**config.mk**
```make
export PLATFORM = sky130hd
export DESIGN_NAME = mem_stage
export DESIGN_NICKNAME = d
export VERILOG_FILES = /design/src/rtl/cpu_pkg.sv /design/src/rtl/mem_timeout_counter.sv /design/src/rtl/mem_stage.sv
export SDC_FILE = /design/constraint.sdc
export NUM_CORES = 1
export LEC_CHECK = 0
export CELL_PAD_IN_SITES_DETAIL_PLACEMENT = 1
export CELL_PAD_IN_SITES_GLOBAL_PLACEMENT = 1
export CORE_MARGIN = 2
export CORE_UTILIZATION = 27
export DETAILED_ROUTE_END_ITERATION = 8
export GPL_TIMING_DRIVEN = 0
export HOLD_SLACK_MARGIN = 0.02
export PLACE_DENSITY_LB_ADDON = 0.08
export SYNTH_ARGS = -nofsm -noshare
export SYNTH_HDL_FRONTEND = slang
export SYNTH_SLANG_ARGS = --single-unit
```
**constraint.sdc**
```tcl
create_clock -name clk_i -period 1.85 [get_ports clk_i]
set_input_delay 0.185 -clock clk_i [delete_from_list [all_inputs] [get_ports clk_i]]
set_output_delay 0.185 -clock clk_i [all_outputs]
set_load 0.05 [all_outputs]
```
**src/rtl/cpu_pkg.sv**
```systemverilog
// Shared types and widths for the MIPS pipeline stages.
package cpu_pkg;

  localparam int unsigned WORD_W     = 32;
  localparam int unsigned REG_ADDR_W = 5;

  // Memory-stage handshake states
  typedef enum logic {
    ST_IDLE = 1'b0,
    ST_BUSY = 1'b1
  } mem_state_e;

  // Control bundle carried from ID_EX into the memory stage
  typedef struct packed {
    logic reg_write;
    logic mem_to_reg;
    logic mem_read;
    logic mem_write;
  } ctrl_t;

  // Word accesses only: the two low address bits must be zero
  function automatic logic is_word_aligned(input logic [1:0] addr_lsb);
    return addr_lsb == 2'b00;
  endfunction

endpackage

```
**src/rtl/mem_timeout_counter.sv**
```systemverilog
// Counts cycles an outstanding data-memory request has waited for ack.
module mem_timeout_counter #(
  parameter int unsigned TIMEOUT = 16
) (
  input  logic clk_i,
  input  logic rst_i,
  input  logic en_i,
  input  logic clr_i,
  output logic expired_c
);

  localparam int unsigned CNT_W = $clog2(TIMEOUT + 1);

  logic [CNT_W-1:0] cnt_q;
  logic [CNT_W-1:0] cnt_d;

  // Clear wins over increment
  always_comb begin
    cnt_d = cnt_q;
    if (clr_i) begin
      cnt_d = '0;
    end else if (en_i) begin
      cnt_d = cnt_q + CNT_W'(1);
    end
  end

  // Counter register
  always_ff @(posedge clk_i or negedge rst_i) begin
    if (!rst_i) begin
      cnt_q <= '0;
    end else begin
      cnt_q <= cnt_d;
    end
  end

  // cnt_q holds cycles already waited, so the current cycle is the TIMEOUT-th one
  assign expired_c = (cnt_q == CNT_W'(TIMEOUT - 1));

endmodule

```
**src/rtl/mem_stage.sv**
```systemverilog
// MIPS memory stage: EX/MEM register, data-memory handshake, MEM/WB register.
module mem_stage
  import cpu_pkg::*;
#(
  parameter int unsigned TIMEOUT = 16
) (
  input  logic        clk_i,
  input  logic        rst_i,
  input  logic [31:0] ALU_Res_i,
  input  logic [31:0] RTdata_i,
  input  logic [4:0]  RdAddr_i,
  input  logic        RegWrite_i,
  input  logic        MemToReg_i,
  input  logic        MemRead_i,
  input  logic        MemWrite_i,
  output logic        dmem_req_o,
  output logic        dmem_we_o,
  output logic [31:0] dmem_addr_o,
  output logic [31:0] dmem_wdata_o,
  input  logic        dmem_ack_i,
  input  logic [31:0] dmem_rdata_i,
  output logic        stall_o,
  output logic        EX_MEM_RegWrite_o,
  output logic [4:0]  EX_MEM_RdAddr_o,
  output logic [31:0] EX_MEM_ALU_Res_o,
  output logic        MEM_WB_RegWrite_o,
  output logic [4:0]  MEM_WB_RdAddr_o,
  output logic [31:0] MEM_WB_Data_o,
  output logic        misalign_o,
  output logic        bus_err_o
);

  mem_state_e state_q, state_d;

  ctrl_t                  ctrl_q, ctrl_d;
  logic [WORD_W-1:0]      alu_q, alu_d;
  logic [WORD_W-1:0]      rt_q, rt_d;
  logic [REG_ADDR_W-1:0]  rd_q, rd_d;

  logic                   wb_rw_q, wb_rw_d;
  logic [REG_ADDR_W-1:0]  wb_rd_q, wb_rd_d;
  logic [WORD_W-1:0]      wb_data_q, wb_data_d;

  logic memop;
  logic access;
  logic abort;
  logic tmo_expired;
  logic cnt_en;
  logic cnt_clr;

  mem_timeout_counter #(
    .TIMEOUT (TIMEOUT)
  ) u_tmo (
    .clk_i     (clk_i),
    .rst_i     (rst_i),
    .en_i      (cnt_en),
    .clr_i     (cnt_clr),
    .expired_c (tmo_expired)
  );

  // Handshake FSM: next state, request, stall and error pulses
  always_comb begin
    state_d      = state_q;
    memop        = ctrl_q.mem_read | ctrl_q.mem_write;
    access       = memop & is_word_aligned(alu_q[1:0]);
    abort        = (state_q == ST_BUSY) & tmo_expired & ~dmem_ack_i;
    dmem_req_o   = access;
    dmem_we_o    = ctrl_q.mem_write;
    dmem_addr_o  = alu_q;
    dmem_wdata_o = rt_q;
    stall_o      = access & ~dmem_ack_i & ~abort;
    misalign_o   = memop & ~access;
    bus_err_o    = abort;
    cnt_en       = stall_o;
    cnt_clr      = ~stall_o;
    case (state_q)
      ST_IDLE: if (stall_o)  state_d = ST_BUSY;
      ST_BUSY: if (!stall_o) state_d = ST_IDLE;
      default: state_d = ST_IDLE;
    endcase
  end

  // Pipeline register next values: EX/MEM holds on stall, MEM/WB bubbles unless the op retires
  always_comb begin
    ctrl_d    = ctrl_q;
    alu_d     = alu_q;
    rt_d      = rt_q;
    rd_d      = rd_q;
    wb_rw_d   = 1'b0;
    wb_rd_d   = '0;
    wb_data_d = '0;
    if (!stall_o) begin
      ctrl_d = '{reg_write: RegWrite_i, mem_to_reg: MemToReg_i,
                 mem_read: MemRead_i, mem_write: MemWrite_i};
      alu_d  = ALU_Res_i;
      rt_d   = RTdata_i;
      rd_d   = RdAddr_i;
      if (!misalign_o && !abort) begin
        wb_rw_d   = ctrl_q.reg_write;
        wb_rd_d   = rd_q;
        wb_data_d = ctrl_q.mem_to_reg ? dmem_rdata_i : alu_q;
      end
    end
  end

  // State and pipeline registers
  always_ff @(posedge clk_i or negedge rst_i) begin
    if (!rst_i) begin
      state_q   <= ST_IDLE;
      ctrl_q    <= '0;
      alu_q     <= '0;
      rt_q      <= '0;
      rd_q      <= '0;
      wb_rw_q   <= 1'b0;
      wb_rd_q   <= '0;
      wb_data_q <= '0;
    end else begin
      state_q   <= state_d;
      ctrl_q    <= ctrl_d;
      alu_q     <= alu_d;
      rt_q      <= rt_d;
      rd_q      <= rd_d;
      wb_rw_q   <= wb_rw_d;
      wb_rd_q   <= wb_rd_d;
      wb_data_q <= wb_data_d;
    end
  end

  assign EX_MEM_RegWrite_o = ctrl_q.reg_write;
  assign EX_MEM_RdAddr_o   = rd_q;
  assign EX_MEM_ALU_Res_o  = alu_q;
  assign MEM_WB_RegWrite_o = wb_rw_q;
  assign MEM_WB_RdAddr_o   = wb_rd_q;
  assign MEM_WB_Data_o     = wb_data_q;

endmodule

```
After elaboration in Yosys (flattened, before gate mapping)
Index checks and enable logic that the tools add are counted.
{"block": "op_classes", "n_addsub": 1, "n_bitwise": 10, "n_mul": 0, "muxes": 9, "eq_ne": 1, "shifts": 0, "magnitude_cmp": 0, "div": 0, "reduce_logical": 4}
{"op": "$mux 32", "count": 3}
{"op": "$mux 5", "count": 3}
{"op": "$and 1x1->1", "count": 6}
{"op": "$add 5x1->5 const B", "count": 1}
{"op": "$eq 5x4->1 const B", "count": 1}
{"op": "$mux 1", "count": 3}
{"op": "$not 1->1", "count": 3}
{"op": "$logic_not 1->1", "count": 2}
{"op": "$logic_not 2->1", "count": 1}
{"op": "$logic_and 1x1->1", "count": 1}
{"op": "$or 1x1->1", "count": 1}
{"block": "totals", "rom_bits": 0, "n_memories": 0, "latch_bits": 0, "ram_bits": 0, "output_inout_bits": 145, "in_bits": 108, "reg_bits": 117}

Logic depth before layout (Yosys ltp)
Gate-level depths: netlist of the first run.
{"block": "logic_depth", "word_depth": 8, "mapped_depth": 8, "mapped_depth_nobuf": 6}

Cells and area by module
A second synthesis of the first run with hierarchy kept.
{"block": "hier_totals", "hier_cells": 336, "area_unflattened_um2": 4969.8}
{"module": "mem_stage", "area_per_inst_um2": 4699.5, "seq_area_each_um2": 2802.7, "cells_each": 313, "instances": 1}
{"module": "mem_timeout_counter", "area_per_inst_um2": 270.3, "seq_area_each_um2": 125.1, "cells_each": 23, "instances": 1}

Least setup slack after synthesis of the first run
No wires, ideal clock.
{"block": "synth_path", "path_type": "reg-to-reg", "from": "reg ctrl_q, in the netlist dmem_we_o", "to": "reg u_tmo.cnt_q[1]", "slack_ps": -335, "setup_time_ps": 72, "stages_incl_launch_ff": 4, "required_time_ps": 1778, "synth_period_minus_slack_ps": 2185, "arrival_time_ps": 2113, "path_buffers": 0, "cell_sequence": "dfrtp_1 -> nor2_2 -> nor3_1 -> and3_1"}
{"block": "synth_via", "elab_chain_len": 5}
{"element": "from (decl)", "line_no": "mem_stage.sv:35", "rtl": "ctrl_t ctrl_q, ctrl_d;"}
{"element": "from (signal assigned)", "line_no": "mem_stage.sv:119", "rtl": "ctrl_q <= ctrl_d;"}
{"element": "$or 1x1->1", "line_no": "mem_stage.sv:64", "rtl": "memop = ctrl_q.mem_read | ctrl_q.mem_write;"}
{"element": "$and 1x1->1", "line_no": "mem_stage.sv:65", "rtl": "access = memop & is_word_aligned(alu_q[1:0]);"}
{"element": "named net dmem_req_o", "line_no": "mem_stage.sv:16", "rtl": "output logic dmem_req_o,"}
{"element": "$and 1x1->1 (2 in a row)", "line_no": "mem_stage.sv:71", "rtl": "stall_o = access & ~dmem_ack_i & ~abort;"}
{"element": "$mux 5", "line_no": "mem_timeout_counter.sv:20", "rtl": "if (clr_i) begin"}
{"element": "named net u_tmo.cnt_d[1]", "line_no": "mem_timeout_counter.sv:15", "rtl": "logic [CNT_W-1:0] cnt_d;"}
{"element": "to (signal assigned)", "line_no": "mem_timeout_counter.sv:32", "rtl": "cnt_q <= cnt_d;"}
{"element": "to (decl)", "line_no": "mem_timeout_counter.sv:14", "rtl": "logic [CNT_W-1:0] cnt_q;"}
The timed path passes the listed nets, and every way through them passes these cells.
A chain may end at the register's enable or synchronous reset.

Worst setup path in the final report of the first run
{"block": "layout_path", "from": "reg u_tmo.cnt_q[0]", "to": "out stall_o"}
{"block": "layout_via", "elab_chain_len": 5}
{"element": "$eq 5x4->1", "line_no": "mem_timeout_counter.sv:37", "rtl": "assign expired_c = (cnt_q == CNT_W'(TIMEOUT - 1));"}
{"element": "$and 1x1->1 (2 in a row)", "line_no": "mem_stage.sv:66", "rtl": "abort = (state_q == ST_BUSY) & tmo_expired & ~dmem_ack_i;"}
{"element": "$not 1->1", "line_no": "mem_stage.sv:71"}
{"element": "$and 1x1->1", "line_no": "mem_stage.sv:71"}
{"element": "to (decl)", "line_no": "mem_stage.sv:22", "rtl": "output logic stall_o,"}
Every way passes these cells.

==> flow_summary.toml, run 1 <==
[sta]
slew_violations = 0
setup_viol = 74
fin_ws_ns = -0.415
timing.fmax_mhz = 442
hold_viol = 0
rsz0062_at_grt = "true"
final.period_utilization = 1.22
skew_ns = 0.0103
fin_crit_ns = 2.26
whs_ns = 0.260
worstMarginPinSlew_ns = 0.568
slew_headroom = 0.620

[critical_path]
critPathCaptureType = "output pin"
critPathSlowestCell = "dfrtp_1"
critPathRequiredTime_ns = 1.66
path_cells = "ha_2, and3_4, ha_4, a21oi_4, nand3b_4, buf_12, buf_12, clkinvlp_4, buf_8"
ff2ff_path_depth = 9
cpMostUsedCell = "buf_12"
cp-start-kind = "flop"
critPathArrivalTime_ns = 2.08
worstPathMaxFanout = 2
worstSetupPathType = "flop to output pin"
slowest_delay_ns = 0.39

[routing]
via_per_inst = 4.24
num_vias = 3603
initialDrtViolationCount = 85
routed_wl_mm = 14.6
wl_per_cell_um = 17.1
dr.pass1.iters = 4
remaining_drc_errors = 0
drtAntennaViolNets = 0

[run_status]
violations = "negative setup slack"
status = "finished with violations"

[flow_run]
drv_cap = 0

[clock_tree]
htreeDepth = 4
cts.sinks = 117
root_buffer = "clkbuf_16"
insertion_delay_ns = 0.41
cts_tree = "done"
clk_pin_slew_ns = 0.05
cts_buffer_depth = 2
numCtsBuffers = 17

[logic_synthesis]
ys_seq_elements = 117
ys_warn_count = 0
synth.distinct_cells = 23
syn_area_per_cell_sq_um = 14.4
seq_area_frac_synth = 0.616
syn-num-nets = 440
synth_top_cell_area_share = 0.616
netlist_instances = 330
yosys-top-cells-area = "dfrtp_1 62%, mux2_2 14%, mux2i_1 6.7%, buf_4 5.1%, mux2_4 4.1%"
synth_top_area_cell = "dfrtp_1"
netlist_area_sq_um = 4750

[global_routing]
grt_pass1_wl_mm = 22.0
overflow = 0
track_usage = 0.159
antenna_found_initial = 1
grt_max_degree = 75
grt_pass1_vias = 3832

[floorplan]
start_util = 0.276
core_area_sq_um = 17200
die_h_um = 137
fp-row-count = 48
die_x_um = 137
ioPinCount = 253
dieArea_sq_um = 18700

[power_and_ir_drop]
total_power_mw = 8.23
p_per_area_nw_per_um2 = 991
ir_worst_vdd_uv = 598
power_leakage_nw = 3.92

[finish]
diodes = 0
fin_area_sq_um = 8310
final_common_cell = "clkdlybuf4s50_1"
drive_gt1_frac = 0.278
mostFrequentLayoutCells = "183 x clkdlybuf4s50_1, 117 x dfrtp_1, 58 x mux2_2, 46 x dlygate4sd2_1, 45 x buf_4"
nNetsFinal = 722
syn_to_final_growth_pct = 74.7

[place]
port_buffers = 252
dp_slack_ns = -0.811
globalplace.congestion = 0.726
dpl_cell_area_sq_um = 7630
place_hpwl_mm = 10.7

[hold_path]
hp-class = "primary input to async pin"
[logic make-up after synthesis]
group                    share of synthesized area
flip-flops                                   0.616
multiplexers                                 0.246
AND/OR/NAND/NOR                             0.0529
buffers and inverters                       0.0732
AO/OA/AOI/OAI                              0.00342
XOR/XNOR                                   0.00368
adder cells (fa/ha/maj)                    0.00526
[synth_stat cells]
master	n
dfrtp_1	117
mux2_2	58
nor2_1	37
buf_4	32
mux2i_1	32
mux2_4	13
buf_2	11
nor2b_1	6
buf_6	3
inv_1	3
and2_1	2
and3_1	2
clkbuf_1	2
ha_1	2
nor2_2	2
a21oi_2	1
a22oi_1	1
nand3_1	1
nand3b_1	1
nand3b_4	1
nor3_1	1
xnor2_1	1
xor2_1	1
[report_power, final]
part,switching [mW],internal [mW],leakage (nW)
registers,0.128,2.77,1.44
clock network,1.14,1.90,0.267
logic,1.39,0.899,2.22
total,2.66,5.57,3.92
[state kept, by name, indices dropped and copies added, names as in the netlist]
signal and flops:
ctrl_q 2, EX_MEM_RegWrite_o 1, state_q 1, u_tmo.cnt_q 5
MEM_WB_RdAddr_o 5, EX_MEM_RdAddr_o 5, dmem_wdata_o 32, dmem_we_o 1
EX_MEM_ALU_Res_o 32, MEM_WB_RegWrite_o 1, MEM_WB_Data_o 32
[through the flow]
step / TNS (ns) / instances / util
2_1_floorplan: -0.180 / 330 / -
3_3_place_gp: -509.69 / 807 / 0.441
3_5_place_dp: -13.28 / 808 / 0.443
4_1_cts: -8.38 / 848 / 0.478
5_1_grt: -17.18 / 850 / 0.482
6_report: -9.34 / 850 / 0.482
[final timing paths]
check,slack [ns],endpoint,startpoint
min reg2reg,0.50,dmem_wdata_o[7],dmem_wdata_o[7]
min,0.26,MEM_WB_Data_o[12],rst_i
max in group asynchronous,0.86,EX_MEM_RdAddr_o[1],rst_i
max reg2reg,-0.27,EX_MEM_ALU_Res_o[25],u_tmo.cnt_q[0]
min in group clk_i,0.33,EX_MEM_ALU_Res_o[0],ALU_Res_i[0]
max,-0.41,stall_o,u_tmo.cnt_q[0]
[timing repair]
item,4_1_cts,5_1_grt
pin swaps,3,2
resized for setup,80,30
buffers inserted,7,2
hold buffers,1,0
endpoints found under the hold margin,43,0
endpoints found under the setup margin,153,136
[final cells by class]
class / instances / area, sq um
fill: 1785 / 8930
sequential: 117 / 2930
timing repair buffer: 263 / 2620
multi-input combinational: 162 / 1520
clock buffer: 23 / 468
buffer: 48 / 402
tap: 225 / 282
clock inverter: 9 / 78.8
inverter: 3 / 15.0
[layer usage]
metal / vias up / track usage / share of wire
met1: 1783 / 0.176 / 0.37
met4: 0 / 0.0608 / 0.013
li1: 1649 / - / -
met2: 155 / 0.276 / 0.52
met5: - / 0 / 0
met3: 16 / 0.0607 / 0.098
[critical path, delay by kind of cell (launching register included)]
kind,cells,cell delay [ns]
adders and majority gates,2,0.36
buffers and inverters,4,0.47
and+or+nand+nor,2,0.29
AOI/OAI and AO/OA,1,0.17
DFF,1,0.39
Power figures use the tool's default switching activity.
==> inputs of run 2 (changes only) <==
Settings changed: CORE_UTILIZATION 27 to 30.
Clock period 1.85 ns to 2.51 ns, I/O delays scaled along.
==> flow_summary.toml, run 2 (synthesized netlist as in run 1, its figures left out) <==
[finish]
final_cells = 834
nNetsFinal = 717
nFillCells = 1647
diodes = 0
final_common_cell = "clkdlybuf4s50_1"
seq_area_sq_um = 2930
multiInputGateArea_sq_um = 1490
syn_to_final_growth_pct = 72.0
drive_gt1_frac = 0.252
mostFrequentLayoutCells = "249 x clkdlybuf4s50_1, 117 x dfrtp_1, 58 x mux2_2, 37 x nor2_1, 36 x buf_4"
fin_area_sq_um = 8180

[floorplan]
start_util = 0.303
die_h_um = 130
ioPinCount = 253
core_area_sq_um = 15700
dieArea_sq_um = 16900
die_x_um = 130
fp-row-count = 46

[sta]
final.period_utilization = 0.958
worstMarginPinSlew_ns = 0.562
timing.fmax_mhz = 416
hold_viol = 0
slew_violations = 0
tns_ns = 0
skew_ns = 0.00933
fin_crit_ns = 2.41
slew_headroom = 0.624
rsz0062_at_grt = "false"
setup_viol = 0

[power_and_ir_drop]
power_leakage_nw = 3.65
ir_worst_vdd_uv = 420
p_per_area_nw_per_um2 = 740

[critical_path]
critPathSlowestCell = "dfrtp_1"
critPathCaptureType = "output pin"
critPathRequiredTime_ns = 2.26
crit-reg2reg-launch = "u_tmo.cnt_q[0]"
worstPathMaxFanout = 10
slowest_delay_ns = 0.40
cpMostUsedCell = "ha_2"
worstSetupPathType = "flop to output pin"
path_cells = "ha_2, and3_1, ha_2, a21oi_4, nand3b_4, buf_12, buf_6, inv_2, buf_8"
cp-start-kind = "flop"
critPathArrivalTime_ns = 2.15
startpoint = "u_tmo.cnt_q[0]"

[global_routing]
antenna_found_initial = 0
grt_max_degree = 60
grt_pass1_vias = 3780
overflow = 0
grt_pass1_wl_mm = 20.7
track_usage = 0.164

[clock_tree]
htreeDepth = 4
root_buffer = "clkbuf_16"
cts_tree = "done"
cts.sinks = 117
insertion_delay_ns = 0.41
clk_pin_slew_ns = 0.05
cts_buffer_depth = 2
numCtsBuffers = 17

[place]
port_buffers = 252
place_inst = 799
globalplace.congestion = 0.696
place_hpwl_mm = 10.2
dpl_cell_area_sq_um = 7580

[routing]
routed_wl_mm = 13.7
num_vias = 3522
via_per_inst = 4.22
remaining_drc_errors = 0
drtAntennaViolNets = 0
initialDrtViolationCount = 78
wl_per_cell_um = 16.5
dr.pass1.iters = 4

[flow_run]
drv_cap = 0

[run_status]
status = "finished clean"

[hold_path]
hp-class = "primary input to async pin"
[run 2: cell types whose count changed in the layout (fill, tap and decap cells not counted), sizes merged, moves of 2 or more]
cell / previous run / this run
dlygate4sd2: 46 / 1
buf: 59 / 53
dlymetal6s2s: 18 / 0
clkinv: 6 / 4
clkinvlp: 3 / 0
clkdlybuf4s50: 183 / 249
[run 2: layout make-up]
type / instances / area share
sequential: 117 / 0.358
timing repair buffer: 258 / 0.317
multi-input combinational: 162 / 0.182
clock buffer: 25 / 0.0594
buffer: 48 / 0.0422
tap: 216 / 0.0331
clock inverter: 5 / 0.00612
inverter: 3 / 0.00138
[run 2: stage by stage]
step            util  setup WS (ns)  hold WS (ns)  total power [mW]
2_1_floorplan      -          0.325       -0.0446              3.18
3_3_place_gp   0.480          -3.58         0.450              3.86
3_5_place_dp   0.482         -0.410         0.269              3.89
4_1_cts        0.519        0.00150         0.390              6.14
5_1_grt        0.520        0.00260         0.401              6.31
6_report       0.520          0.105         0.391              6.05
[run 2: layer usage]
metal | part of all wire | vias up | track usage
met5 | 0 | - | 0
met4 | 0.011 | 0 | 0.0557
met3 | 0.089 | 10 | 0.0730
met2 | 0.51 | 146 | 0.278
met1 | 0.39 | 1735 | 0.184
li1 | - | 1631 | -
[run 2: power breakdown]
group / internal, mW / switching (mW) / leakage [nW]
sequential: 2.04 / 0.0971 / 1.44
combinational: 0.693 / 1.01 / 1.94
clock: 1.42 / 0.784 / 0.267
[run 2: final timing paths]
kind / to / slack (ns) / cells past startpoint
setup / recovery: stall_o / 0.10 / 9
hold / removal: EX_MEM_ALU_Res_o[2] / 0.39 / 2
setup reg to reg: EX_MEM_ALU_Res_o[20] / 0.41 / 9
hold reg to reg: dmem_wdata_o[29] / 0.50 / 1
max in group asynchronous: EX_MEM_ALU_Res_o[29] / 1.42 / 3
min in group clk_i: EX_MEM_ALU_Res_o[1] / 0.41 / 2
[run 2: worst max-delay path: cells and delay by family, from the launching register on]
family	cells	cell delay, ns
adders and majority gates	2	0.39
buffers and inverters	4	0.49
AOI/OAI and AO/OA	1	0.16
DFF	1	0.40
and+or+nand+nor	2	0.30
[run 2: repair_timing]
action | 4_1_cts | 5_1_grt
hold endpoints to repair | 58 | 0
hold buffers | 1 | 0
setup buffers | 1 | 3
endpoints found under the setup margin | 2 | 1
pin swaps | 1 | 2
resized for setup | 14 | 1
